--- config.mk ---
export PLATFORM = sky130hd
export DESIGN_NAME = sreg_wb_arbiter
export DESIGN_NICKNAME = d
export VERILOG_FILES = /design/src/rtl/sreg_wb_pkg.sv /design/src/rtl/sreg_wb_fifo.sv /design/src/rtl/sreg_wb_arbiter.sv
export SDC_FILE = /design/constraint.sdc
export NUM_CORES = 1
export LEC_CHECK = 0
export BUFFER_PORTS_ARGS = -buffer_cell sky130_fd_sc_hd__buf_2
export CAP_MARGIN = 40
export CORE_UTILIZATION = 50
export CTS_CLUSTER_DIAMETER = 100
export DETAILED_ROUTE_END_ITERATION = 7
export HOLD_SLACK_MARGIN = 0.05
export PLACE_DENSITY = 0.7
export SYNTH_ARGS = -nofsm -noshare
export SYNTH_HDL_FRONTEND = slang
export SYNTH_SLANG_ARGS = --single-unit
--- constraint.sdc ---
create_clock -name clk -period 3.8 [get_ports clk]
set_input_delay 0.76 -clock clk [delete_from_list [all_inputs] [get_ports clk]]
set_output_delay 0.76 -clock clk [all_outputs]
set_load 0.005 [all_outputs]
--- src/rtl/sreg_wb_pkg.sv ---
// sreg_wb_pkg: shared types and constants for the scalar-regfile writeback arbiter.
//    REG_ADDR_W : register address width
//    WB_DATA_W  : default writeback data width
//    wb_req_t   : one pending regfile write {rd, data}
package sreg_wb_pkg;
   localparam int REG_ADDR_W = 5;
   localparam int WB_DATA_W  = 32;
   typedef struct packed {
      logic [REG_ADDR_W-1:0] rd;
      logic [WB_DATA_W-1:0]  data;
   } wb_req_t;
endpackage

--- src/rtl/sreg_wb_fifo.sv ---
// sreg_wb_fifo: synchronous FIFO of writeback requests.
//    clk, rst    : clock, synchronous active-high reset
//    push / din  : write din at the tail (caller guarantees !full)
//    pop         : drop the head entry (caller guarantees !empty)
//    full, empty : occupancy flags
//    count       : number of stored entries
//    head        : oldest entry, valid while !empty
module sreg_wb_fifo
   import sreg_wb_pkg::*;
#(
   parameter int  DEPTH = 4,
   parameter type T     = wb_req_t
) (
   input  logic                   clk,
   input  logic                   rst,
   input  logic                   push,
   input  logic                   pop,
   input  T                       din,
   output logic                   full,
   output logic                   empty,
   output logic [$clog2(DEPTH):0] count,
   output T                       head
);
   localparam int AW = $clog2(DEPTH);
   T           mem [DEPTH];
   // pointers carry an extra wrap bit so full and empty are distinguishable
   logic [AW:0] wr_q, rd_q;
   always_ff @(posedge clk) begin
      if (rst) begin
         wr_q <= '0;
         rd_q <= '0;
      end else begin
         if (push) wr_q <= wr_q + (AW+1)'(1);
         if (pop)  rd_q <= rd_q + (AW+1)'(1);
      end
   end
   always_ff @(posedge clk)
      if (push) mem[wr_q[AW-1:0]] <= din;
   assign count = wr_q - rd_q;
   assign empty = wr_q == rd_q;
   assign full  = (wr_q[AW] != rd_q[AW]) && (wr_q[AW-1:0] == rd_q[AW-1:0]);
   assign head  = mem[rd_q[AW-1:0]];
endmodule

--- src/rtl/sreg_wb_arbiter.sv ---
// sreg_wb_arbiter: merges the ALU and LSU result streams onto the regfile write port.
//    clk, rst                           : clock, synchronous active-high reset
//    alu_valid_i/alu_rd_i/alu_data_i    : single-cycle ALU result, no backpressure
//    alu_stall_o                        : ALU must not issue this cycle
//    lsu_valid_i/lsu_rd_i/lsu_data_i    : LSU result, handshaked with lsu_ready_o
//    lsu_ready_o                        : FIFO can accept an LSU beat
//    wb_rd_o/wb_data_o/wb_en_o          : registered regfile write
//    fifo_count_o                       : buffered LSU results
module sreg_wb_arbiter
   import sreg_wb_pkg::*;
#(
   parameter int DATA_WIDTH   = 32,
   parameter int LSU_DEPTH    = 4,
   parameter int STARVE_LIMIT = 4
) (
   input  logic                       clk,
   input  logic                       rst,
   input  logic                       alu_valid_i,
   input  logic [REG_ADDR_W-1:0]      alu_rd_i,
   input  logic [DATA_WIDTH-1:0]      alu_data_i,
   output logic                       alu_stall_o,
   input  logic                       lsu_valid_i,
   output logic                       lsu_ready_o,
   input  logic [REG_ADDR_W-1:0]      lsu_rd_i,
   input  logic [DATA_WIDTH-1:0]      lsu_data_i,
   output logic [REG_ADDR_W-1:0]      wb_rd_o,
   output logic [DATA_WIDTH-1:0]      wb_data_o,
   output logic                       wb_en_o,
   output logic [$clog2(LSU_DEPTH):0] fifo_count_o
);
   localparam int AGW = $clog2(STARVE_LIMIT + 1);
   typedef struct packed {
      logic [REG_ADDR_W-1:0] rd;
      logic [DATA_WIDTH-1:0] data;
   } req_t;
   req_t           head;
   logic           full, empty, push, pop, alu_sel;
   logic [AGW-1:0] age_q;
   assign alu_stall_o = age_q == AGW'(STARVE_LIMIT);
   // no pass-through: a full FIFO refuses even when the head leaves this cycle
   assign lsu_ready_o = !rst && !full;
   // rd==0 LSU beats complete the handshake but are dropped
   assign push        = lsu_valid_i && lsu_ready_o && (lsu_rd_i != '0);
   assign alu_sel     = alu_valid_i && (alu_rd_i != '0) && !alu_stall_o;
   assign pop         = !alu_sel && !empty;
   sreg_wb_fifo #(
      .DEPTH (LSU_DEPTH),
      .T     (req_t)
   ) u_fifo (
      .clk   (clk),
      .rst   (rst),
      .push  (push),
      .pop   (pop),
      .din   ({lsu_rd_i, lsu_data_i}),
      .full  (full),
      .empty (empty),
      .count (fifo_count_o),
      .head  (head)
   );
   always_ff @(posedge clk) begin
      if (rst) begin
         age_q     <= '0;
         wb_en_o   <= 1'b0;
         wb_rd_o   <= '0;
         wb_data_o <= '0;
      end else begin
         // age counts edges the buffered head loses, saturating at the stall point
         age_q   <= (empty || pop) ? '0 : alu_stall_o ? age_q : age_q + AGW'(1);
         wb_en_o <= alu_sel || pop;
         if (alu_sel) begin
            wb_rd_o   <= alu_rd_i;
            wb_data_o <= alu_data_i;
         end else if (pop) begin
            wb_rd_o   <= head.rd;
            wb_data_o <= head.data;
         end
      end
   end
endmodule

==> run metrics, run 1 <==
Setup CP Type=reg -> out; WP data required=3040 ps; Synth Area per Inst=16.4 um^2; number of global-route vias before repair=4609; synth unique cells=38; final setup vio count=0; Hold Crit Class=reg -> reg; antenna violations before repair=0; Synth Instances=472; CTS Buf Count=17; CP max FO=5; status=completed; drt first-iter violations=304; Post-DP HPWL=10.1 mm; pin count of the biggest net entering global routing=51; Multi-input gate area=0.00214 mm^2; fmax=375 MHz; CTS root buffer=clkbuf_16; CTS-repair resized insts=0; total routed wirelength=15.3 mm; setup bufs post-CTS=0; Slew headroom=43.3%; Slew Limit Fails=0; vias per inst=5.59; clk sink count=197; Crit path arrival time=1910 ps; Slew @ Worst Pin=850 ps; synthesized area=0.00774 mm^2; routed via count=4442; Worst VDD drop=0.531 mV; fill cell count=1089; die span in y=126 um; Yosys top cell by area=edfxtp_1; fraction of final layout cells sized beyond drive strength 1=37.6%; H-tree levels=4; all-layer global routing usage=20.9%; crit end category=output pin; Final Core Density=60.9%; pwr dens=581 mW/mm^2; top cell type's share of synthesized area=57.4%; remaining global-route overflow=0; Final TNS setup=0 ps; n_diodes=0; area of the die=0.0160 mm^2; clock skew=6.60 ps; Initial Util=51.1%; Leak=0.00331 uW; worst hold margin=485 ps; area grow syn2layout=19.0%; Die X-Extent=126 um; Period Utilization, post-route=70.2%; row cnt=45; DR DRC count=0; synth top area cells=edfxtp_1 (57%), dfxtp_1 (13%), mux4_2 (11%), a311oi_2 (3.5%), nand2_1 (3.5%); number of synthesized flops with an enable pin=148; Ports=121; Max clock buf depth=2; TritonRoute pass-1 iters=5; synthesis-stage register bit count=197; RSZ-0062 raised after global routing=no; core region area=0.0151 mm^2; asr flop ratio synth=0%; port bufs=120; Layout Nets=682; CP Launch Type=register; crit path time final=2670 ps; first-pass GRT wire length=24.6 mm; Avg WL per Cell=19.3 um; cts hold-fix bufs=0; Storage cell area=0.00543 mm^2; yosys warns=0; sequential-to-total area share from yosys stat=70.1%; Clock Pin Slew Worst Setup and Hold Paths=70 ps; clock latency on the worst-skew pair=430 ps; Synth Net Count=560; Routed Antenna Nets=0; # Max-Cap Violations=0; CTS tree=done; gpl congestion=0.757; Fin. Hold Viols=0; ys flop type=edfxtp_1
==> Yosys cell counts (all sizes together) (4+ instances only) <==
cell / number
and2: 6
edfxtp: 148
a21oi: 6
buf: 17
nor2: 38
dfxtp: 49
inv: 9
nand2: 72
clkbuf: 12
a311oi: 36
mux4: 37
ha: 9
o21ai: 4
==> power breakdown <==
part	internal, uW	switching, uW	total, uW	leakage (uW)
Clock	1000	779	1780	0.000290
Sequential	2460	84.7	2540	0.00175
Combinational	463	575	1040	0.00127
==> per-stage QoR <==
step / total power (uW) / instance area (um^2) / setup WS (ps) / cells
3_3_place_gp: 3550 / 8480 / 1070 / 756
4_1_cts: 5410 / 9220 / 1110 / 795
2_1_floorplan: 3250 / 7740 / 1050 / 472
6_report: 5360 / 9220 / 1130 / 795
3_5_place_dp: 3640 / 8630 / 1130 / 763
5_1_grt: 5580 / 9220 / 1020 / 795
==> cell families (layout without fill, tap and decap cells) <==
logic type / after synthesis / after routing / synth area share (%)
muxes: 41 / 41 / 11.3
buffers and inverters: 38 / 173 / 2.36
DFF: 197 / 197 / 70.1
adders and majority gates: 10 / 10 / 1.71
and+or+nand+nor: 129 / 129 / 6.95
xor gates and xnor gates: 4 / 4 / 0.453
AOI/OAI and AO/OA: 53 / 53 / 7.16
==> per-layer routing <==
layer	vias up	track usage [%]	share of wire [%]
li1	2071	-	-
met1	2215	26.7	42
met2	145	35.1	51
met3	11	6.16	6.1
met4	0	5.10	0.74
met5	-	0	0
==> worst paths after layout <==
check | startpoint | end | slack [ps] | cells past startpoint
setup / recovery | u_fifo.wr_q[0] | fifo_count_o[2] | 1130 | 5
hold / removal | wb_data_o[24] | wb_data_o[24] | 480 | 2
setup reg to reg | u_fifo.wr_q[0] | u_fifo.mem[0][18] | 1250 | 7
hold reg to reg | wb_data_o[24] | wb_data_o[24] | 480 | 2
==> placed cells by master (no fill, tap or decap), types with 6 or more instances in the layout <==
cell	instances
a21oi_1	6
mux4_2	37
nand2_1	71
clkbuf_16	17
nor2_1	38
dfxtp_1	47
edfxtp_1	148
a311oi_2	18
a311oi_1	18
buf_12	6
ha_1	9
inv_1	9
buf_2	120
==> registers in the layout (all words and copies together) (netlist names), named ones only <==
signal and flops:
u_fifo.rd_q 3, age_q 3, wb_en_o 1, wb_data_o 32
wb_rd_o 5, u_fifo.wr_q 3, u_fifo.mem 148
==> worst max-delay path, stage by stage (launching register included) <==
cell and delay, ps:
dfxtp_1 410, inv_1 110, ha_1 200, fa_1 390, xnor2_1 220, buf_2 150
==> final cells by class <==
type,instances,share of cell area (%)
Clock inverter,12,1.56
Sequential cell,197,58.9
Tap cell,188,2.55
Inverter,9,0.367
Clock buffer,20,4.85
Multi-Input combinational cell,237,23.3
Timing Repair Buffer,132,8.53
Note: power is estimated with default switching activity, not from simulation.
==> run 2: changes to the inputs <==
PLACE_DENSITY = 0.73   (was 0.7)
clock period = 2.3 ns   (was 3.8 ns; I/O delays follow)
==> run 2 against run 1 <==
  * Global-route usage fell by 0.14 points
  * Via count grew 1.0%
  * Setup slack lost 1000 ps
  * Final cell count increased by 2.0%
  * Combinational power up 70%
  * Largest cell class unchanged
  * Largest power group unchanged
  * Highest routed layer unchanged
==> run metrics, run 2 (synthesized netlist as in run 1, its figures left out) <==
status=completed; most common cell after layout, fill and taps aside=edfxtp_1; Non-Filler Instances=811; Routed Antenna Nets=0; area of the die=0.0160 mm^2; Layout Nets=695; routed via count=4488; Final TNS setup=0 ps; Fin. Hold Viols=0; pin count of the biggest net entering global routing=51; Period Utilization, post-route=95.7%; Final Core Density=61.6%; fmax=454 MHz; setup bufs post-CTS=0; row cnt=45; gpl congestion=0.760; CTS Buf Count=17; remaining global-route overflow=0; RSZ-0062 raised after global routing=no; Avg WL per Cell=19.0 um; vias per inst=5.53; Slew @ Worst Pin=681 ps; worst r2r src=u_fifo.wr_q[0]; crit path time final=2200 ps; CTS root buffer=clkbuf_16; Worst setup endpoint=lsu_ready_o; final setup vio count=0; area grow syn2layout=20.5%; pwr dens=940 mW/mm^2; core region area=0.0151 mm^2; TritonRoute pass-1 iters=4; CP Launch Type=register; number of global-route vias before repair=4539; H-tree levels=4; Initial Util=51.1%; Slew headroom=54.6%; CP max FO=3; Crit path arrival time=1740 ps; Clock Pin Slew Worst Setup and Hold Paths=70 ps; total routed wirelength=15.4 mm; total power=8770 uW; Ports=121; cts hold-fix bufs=0; Slew Limit Fails=0; drt first-iter violations=272; max reg flops=148; DR DRC count=0; port bufs=120; R2R depth=7; crit path from=u_fifo.wr_q[0]; R2R setup slack=180 ps; clock latency on the worst-skew pair=430 ps; all-layer global routing usage=20.7%; DP Cell Count=776; antenna violations before repair=3; clk sink count=197; clock skew=11.4 ps; # Max-Cap Violations=0; WP data required=1840 ps; worst r2r dst=u_fifo.mem[2][25]; CTS tree=done; Worst VDD drop=0.677 mV; first-pass GRT wire length=24.4 mm; Die X-Extent=126 um; Leak=0.00337 uW; Hold Crit Class=in -> reg; fill cell count=1123; Max clock buf depth=2; fraction of final layout cells sized beyond drive strength 1=38.9%; Setup CP Type=reg -> out; Post-DP HPWL=10.4 mm; crit end category=output pin; most frequent cells in the layout=edfxtp_1 (148), buf_2 (120), nand2_1 (71); die span in y=126 um
-- run 2: through the flow --
step	hold WS, ps	area, um^2	setup slack [ps]
after floorplan	475	7750	-59.3
after global placement	466	8750	114
after detailed placement	470	8750	68.8
after CTS	229	9320	4.10
after global routing	234	9330	21.2
final	250	9330	98.5
-- run 2: worst min-delay path by stage --
stage	startpoint	to	slack, ps	cells after the start
2_1_floorplan	wb_data_o[10]	wb_data_o[10]	470	2
3_3_place_gp	wb_data_o[9]	wb_data_o[9]	470	2
3_5_place_dp	wb_data_o[14]	wb_data_o[14]	470	2
4_1_cts	lsu_data_i[21]	u_fifo.mem[2][21]	230	1
5_1_grt	lsu_data_i[21]	u_fifo.mem[2][21]	230	1
6_report	lsu_data_i[14]	u_fifo.mem[2][14]	250	1
-- run 2: per-layer routing --
metal | up-vias | routed length, um | track usage (%) | part of all wire, %
met1 | 2228 | 6400 | 26.2 | 42
met2 | 144 | 7890 | 35.1 | 51
met5 | - | 0 | 0 | 0
met3 | 17 | 887 | 5.02 | 5.8
met4 | 0 | 218 | 7.44 | 1.4
li1 | 2099 | - | - | -
-- run 2: power breakdown --
part	switching, uW	total [uW]	internal [uW]
logic	964	1770	802
clock network	1210	2810	1600
registers	137	4200	4060
-- run 2: critical path, stage by stage (launching register included) --
cell     delay, ps
dfxtp_1        330
inv_1           80
ha_1           310
and2_1         190
a21oi_2        170
buf_4          130
buf_2          120
-- run 2: cell type report --
class	instances	area [um^2]	share of cell area (%)
Multi-Input combinational cell	237	2150	23.0
Timing Repair Buffer	145	913	9.79
Clock buffer	24	492	5.27
Sequential cell	197	5430	58.2
Antenna cell	3	7.51	0.0805
Inverter	9	33.8	0.362
Clock inverter	8	73.8	0.791
Tap cell	188	235	2.52
-- run 2: timing repair --
action	4_1_cts	5_1_grt
endpoints found under the setup margin	0	1
endpoints found under the hold margin	0	0
resized for setup	0	2
